===== src/rtl/writeback_regfile_pkg.sv =====
// Shared pipeline constants and the writeback result-select encoding.
package writeback_regfile_pkg;

   localparam int XLEN   = 32;
   localparam int ADDR_W = 5;
   localparam int NREGS  = 32;

   // ResultSrc encodings used by the writeback mux
   typedef enum logic [1:0] {
      RES_ALU = 2'b00,
      RES_MEM = 2'b01,
      RES_PC4 = 2'b10,
      RES_IMM = 2'b11
   } result_src_e;

endpackage


===== src/rtl/writeback_regfile_register_file.sv =====
// Architectural register file: x1..x31 storage, x0 hardwired to zero,
// synchronous active-high reset, and a write-to-read bypass so Decode sees a
// same-cycle write without needing a half-cycle write scheme.
import writeback_regfile_pkg::*;

module register_file #(
   parameter int XLEN   = writeback_regfile_pkg::XLEN,
   parameter int ADDR_W = writeback_regfile_pkg::ADDR_W,
   parameter int NREGS  = writeback_regfile_pkg::NREGS
) (
   input  logic              clk,
   input  logic              rst,
   input  logic              we_i,
   input  logic [ADDR_W-1:0] wa_i,
   input  logic [XLEN-1:0]   wd_i,
   input  logic [ADDR_W-1:0] a1_i,
   input  logic [ADDR_W-1:0] a2_i,
   output logic [XLEN-1:0]   rd1_o,
   output logic [XLEN-1:0]   rd2_o
);

   // x0 has no storage; entries start at index 1
   logic [XLEN-1:0] regs_q [1:NREGS-1];
   logic [XLEN-1:0] regs_d [1:NREGS-1];

   // A write is effective only out of reset and never to x0; reset wins
   logic wr_en;
   assign wr_en = we_i && !rst && (wa_i != '0);

   // Next-state: update the addressed register when a write is effective
   always_comb begin
      regs_d = regs_q;
      if (wr_en) begin
         regs_d[wa_i] = wd_i;
      end
   end

   // Storage update; reset clears x1..x31 and drops any concurrent write
   always_ff @(posedge clk) begin
      if (rst) begin
         for (int i = 1; i < NREGS; i++) begin
            regs_q[i] <= '0;
         end
      end else begin
         regs_q <= regs_d;
      end
   end

   // Read port 1: x0 reads zero, matching in-flight write bypasses storage
   always_comb begin
      rd1_o = '0;
      if (a1_i != '0) begin
         if (wr_en && (wa_i == a1_i)) begin
            rd1_o = wd_i;
         end else begin
            rd1_o = regs_q[a1_i];
         end
      end
   end

   // Read port 2: same rules as port 1, bypass decided independently
   always_comb begin
      rd2_o = '0;
      if (a2_i != '0) begin
         if (wr_en && (wa_i == a2_i)) begin
            rd2_o = wd_i;
         end else begin
            rd2_o = regs_q[a2_i];
         end
      end
   end

endmodule


===== src/rtl/writeback_regfile.sv =====
// Writeback stage: selects the W-stage result and commits it to the register
// file, which also serves the Decode stage's two read ports.
import writeback_regfile_pkg::*;

module writeback_regfile #(
   parameter int XLEN   = writeback_regfile_pkg::XLEN,
   parameter int ADDR_W = writeback_regfile_pkg::ADDR_W,
   parameter int NREGS  = writeback_regfile_pkg::NREGS
) (
   input  logic              clk,
   input  logic              rst,
   input  logic              RegWriteW,
   input  logic [1:0]        ResultSrcW,
   input  logic [XLEN-1:0]   ALUResultW,
   input  logic [XLEN-1:0]   ReadDataW,
   input  logic [XLEN-1:0]   PCPlus4W,
   input  logic [XLEN-1:0]   ImmExtW,
   input  logic [ADDR_W-1:0] RdW,
   input  logic [ADDR_W-1:0] A1D,
   input  logic [ADDR_W-1:0] A2D,
   output logic [XLEN-1:0]   RD1D,
   output logic [XLEN-1:0]   RD2D,
   output logic [XLEN-1:0]   ResultW
);

   // Zero-latency result select; follows its inputs, including during reset
   always_comb begin
      ResultW = ALUResultW;
      case (ResultSrcW)
         RES_ALU: ResultW = ALUResultW;
         RES_MEM: ResultW = ReadDataW;
         RES_PC4: ResultW = PCPlus4W;
         RES_IMM: ResultW = ImmExtW;
         default: ResultW = ALUResultW;
      endcase
   end

   register_file #(
      .XLEN   (XLEN),
      .ADDR_W (ADDR_W),
      .NREGS  (NREGS)
   ) u_register_file (
      .clk   (clk),
      .rst   (rst),
      .we_i  (RegWriteW),
      .wa_i  (RdW),
      .wd_i  (ResultW),
      .a1_i  (A1D),
      .a2_i  (A2D),
      .rd1_o (RD1D),
      .rd2_o (RD2D)
   );

endmodule

===== config.mk =====
export PLATFORM = sky130hd
export DESIGN_NAME = writeback_regfile
export DESIGN_NICKNAME = d
export VERILOG_FILES = /design/src/rtl/writeback_regfile_pkg.sv /design/src/rtl/writeback_regfile_register_file.sv /design/src/rtl/writeback_regfile.sv
export SDC_FILE = /design/constraint.sdc
export NUM_CORES = 2
export LEC_CHECK = 0
export ABC_CLOCK_PERIOD_IN_PS = 6900
export BUFFER_PORTS_ARGS = -buffer_cell sky130_fd_sc_hd__buf_2
export CAP_MARGIN = 40
export CORE_ASPECT_RATIO = 1.2
export CORE_UTILIZATION = 55
export CTS_CLUSTER_SIZE = 25
export DETAILED_ROUTE_END_ITERATION = 7
export GPL_TIMING_DRIVEN = 0
export PLACE_DENSITY_LB_ADDON = 0.05
export SLEW_MARGIN = 5
export SYNTH_ARGS = -nofsm -noshare
export SYNTH_HDL_FRONTEND = slang
export SYNTH_HIERARCHICAL = 1
export SYNTH_SLANG_ARGS = --single-unit

===== constraint.sdc =====
create_clock -name clk -period 6.9 [get_ports clk]
set_input_delay 1.38 -clock clk [delete_from_list [all_inputs] [get_ports clk]]
set_output_delay 1.38 -clock clk [all_outputs]
set_load 0.1 [all_outputs]

==> impl_metrics.env <==
export IMPL_synthDistinctLibCells=61
export IMPL_whs_endpoint="u_register_file/regs_q[773]"
export IMPL_power_density_nw_per_um2=236
export IMPL_critPathCaptureType="primary output"
export IMPL_port_buffers=235
export IMPL_viasPerCell=6.87
export IMPL_synth_main_ff_cell="dfxtp_1"
export IMPL_hold_path_class="register to register"
export IMPL_fin_nets=6593
export IMPL_cp_arrival_ns=5.76
export IMPL_io_pins=244
export IMPL_tritoncts="done"
export IMPL_reg2reg_to="u_register_file/regs_q[115]"
export IMPL_cp_max_fo=10
export IMPL_setup_viol=11
export IMPL_critical_path_class="primary input to primary output"
export IMPL_grt_first_pass_wirelength_um=366000
export IMPL_final_fill_count=8285
export IMPL_final_cell_mix="nand2_1 (2,071), a21oi_1 (1,029), dfxtp_1 (992)"
export IMPL_fp_row_count=123
export IMPL_violations="setup timing"
export IMPL_drt_wl_total_um=268000
export IMPL_avgSynthCellArea_sq_um=8.64
export IMPL_core_sq_um=93900
export IMPL_cts_sinks=992
export IMPL_whs_path_depth=2
export IMPL_grt_max_degree=16
export IMPL_start_util_pct=55.6
export IMPL_top_register="u_register_file/regs_q"
export IMPL_setup_tns_ns=-0.821
export IMPL_synth_edff_count=0
export IMPL_grt_usage_pct=54.4
export IMPL_die_w_um=283
export IMPL_vias=53600
export IMPL_cts_htree_levels=3
export IMPL_setup_ws_ns=-0.245
export IMPL_synth_seq_cells=992
export IMPL_final_cells=7806
export IMPL_timing_rr_start="u_register_file/regs_q[115]"
export IMPL_hold_viol=0
export IMPL_hold_slack_ns=0.463
export IMPL_period_share_pct=104
export IMPL_first_iter_violations=8677
export IMPL_worst_slew_pin_slew_ns=1.14
export IMPL_hp_start="u_register_file/regs_q[773]"
export IMPL_reg_largest_list="u_register_file/regs_q: 992 flops"
export IMPL_synth_area_leader_cell="dfxtp_1"
export IMPL_required_ns=5.52
export IMPL_ctsResizeCount=1
export IMPL_outcome="finished, violations left"
export IMPL_areaGrowthSynthToFinish_pct=13.9
export IMPL_ys_seq_area_share_pct=38.1
export IMPL_drt_pass1_iterations=7
export IMPL_netlist_area_leader_share_pct=38.1
export IMPL_async_reset_ff_share_pct=0
export IMPL_cts_buffer_depth=3
export IMPL_syn_area_sq_um=52200
export IMPL_ys_warn_count=6
export IMPL_die_h_um=339
export IMPL_drive_gt1_share_pct=18.9
export IMPL_insertion_delay_ns=0.71
export IMPL_syn_inst=6044
export IMPL_ctsHoldBuffers=0
export IMPL_root_buffer="clkbuf_16"
export IMPL_dpl_hpwl_um=207000
export IMPL_fmax_mhz=140
export IMPL_dieArea_sq_um=96100
export IMPL_finalPower_w=0.0140
export IMPL_synth_fp_nets=6192
export IMPL_postCtsSetupBuffers=0
export IMPL_gr_total_overflow=0
export IMPL_maxCapViolations=0
export IMPL_place_inst=7587
export IMPL_mostFrequentLayoutCell="nand2_1"
export IMPL_cts_made_buffers=104
export IMPL_r2r_slack_ns=6.14
export IMPL_drv_slew=0
export IMPL_crit_path_start_kind="primary input"
export IMPL_place_congestion=1.15
export IMPL_wire_per_inst_um=34.3
export IMPL_clk_pin_slew_ns=0.06
export IMPL_grt_pass1_vias=49300
export IMPL_rsz0062_at_grt="false"
export IMPL_drcViolationCount=0
export IMPL_ir_drop_mv=0.246
export IMPL_fin_skew_ns=0
export IMPL_largest_register_ffs=992
export IMPL_reg2reg_depth=2
export IMPL_synthTopCellsByArea="dfxtp_1 (38%), mux4_2 (19%), nand2_1 (15%)"
export IMPL_slew_headroom_pct=23.7
export IMPL_ant_nets=0
export IMPL_fin_crit_ns=7.14
export IMPL_antenna_found_initial=21
export IMPL_leakage_nw=20.1
-- worst max-delay path by stage --
| stage | start | to | slack [ns] | depth (start not counted) |
|---|---|---|---|---|
| 2_1_floorplan | RdW[2] | RD2D[3] | 0.68 | 6 |
| 3_3_place_gp | A2D[2] | RD2D[27] | -0.24 | 9 |
| 3_5_place_dp | A1D[1] | RD1D[16] | 0.009 | 10 |
| 4_1_cts | A1D[1] | RD1D[16] | 0.23 | 10 |
| 5_1_grt | A1D[1] | RD1D[16] | 0.12 | 10 |
| 6_report | A1D[1] | RD1D[16] | -0.24 | 10 |
-- metal layers --
layer  part of all wire (%)  global-route usage [%]  vias to the layer above
met5                  0.017                  0.0980                        -
met2                     41                    77.2                     4729
met4                     12                    52.1                        8
li1                       -                       -                    22000
met3                     15                    22.0                     1426
met1                     32                    61.7                    25500
-- cell families (layout without fill, tap and decap cells) --
family / after synthesis / in the layout / share of synthesized area, %
AOI/OAI and AO/OA: 1323 / 1323 / 14.2
xor gates and xnor gates: 10 / 10 / 0.168
buffers and inverters: 658 / 1148 / 5.51
DFF: 992 / 992 / 38.1
muxes: 709 / 709 / 24.4
other: 0 / 22 / 0
and+or+nand+nor: 2352 / 2352 / 17.7
-- cell type report --
class / count / area, sq um / share of cell area [%]
buffer: 652 / 2860 / 4.81
tap: 1250 / 1560 / 2.63
timing repair buffer: 295 / 1930 / 3.25
clock buffer: 152 / 3060 / 5.15
multi-input combinational: 4394 / 29500 / 49.6
sequential: 992 / 19900 / 33.4
clock inverter: 43 / 626 / 1.05
antenna: 22 / 55.1 / 0.0926
inverter: 6 / 22.5 / 0.0379
-- stage by stage --
| stage | util [%] | worst slack [ns] | instance area (sq um) |
|---|---|---|---|
| floorplan | - | 0.683 | 52200 |
| global placement | 58.5 | -0.244 | 54900 |
| detailed placement | 59.3 | 0.00892 | 55700 |
| CTS | 63.2 | 0.234 | 59400 |
| global route | 63.3 | 0.115 | 59400 |
| finish | 63.3 | -0.245 | 59400 |
-- critical path, cell delays in order --
cell and delay, ns:
buf_2 0.15, buf_2 0.43, buf_2 0.81, buf_4 0.55, buf_2 0.66, mux2i_1 0.69, mux2i_1 0.31, nand3_1 0.21
nand3_1 0.19, buf_2 0.35
-- synthesized netlist by cell type (47+ instances only) --
cell	number
nand2_1	2071
a21oi_1	1029
dfxtp_1	992
clkbuf_1	463
mux4_2	432
mux2_2	139
mux2i_1	136
buf_2	100
nor2_1	85
nand3_1	67
a221oi_1	56
o22ai_1	47
-- where the power goes --
group,switching [W],total [W],internal (W)
Combinational,0.00161,0.00207,0.000456
Sequential,0.0000215,0.00577,0.00575
Clock,0.00262,0.00616,0.00354
Power figures use the tool's default switching activity.
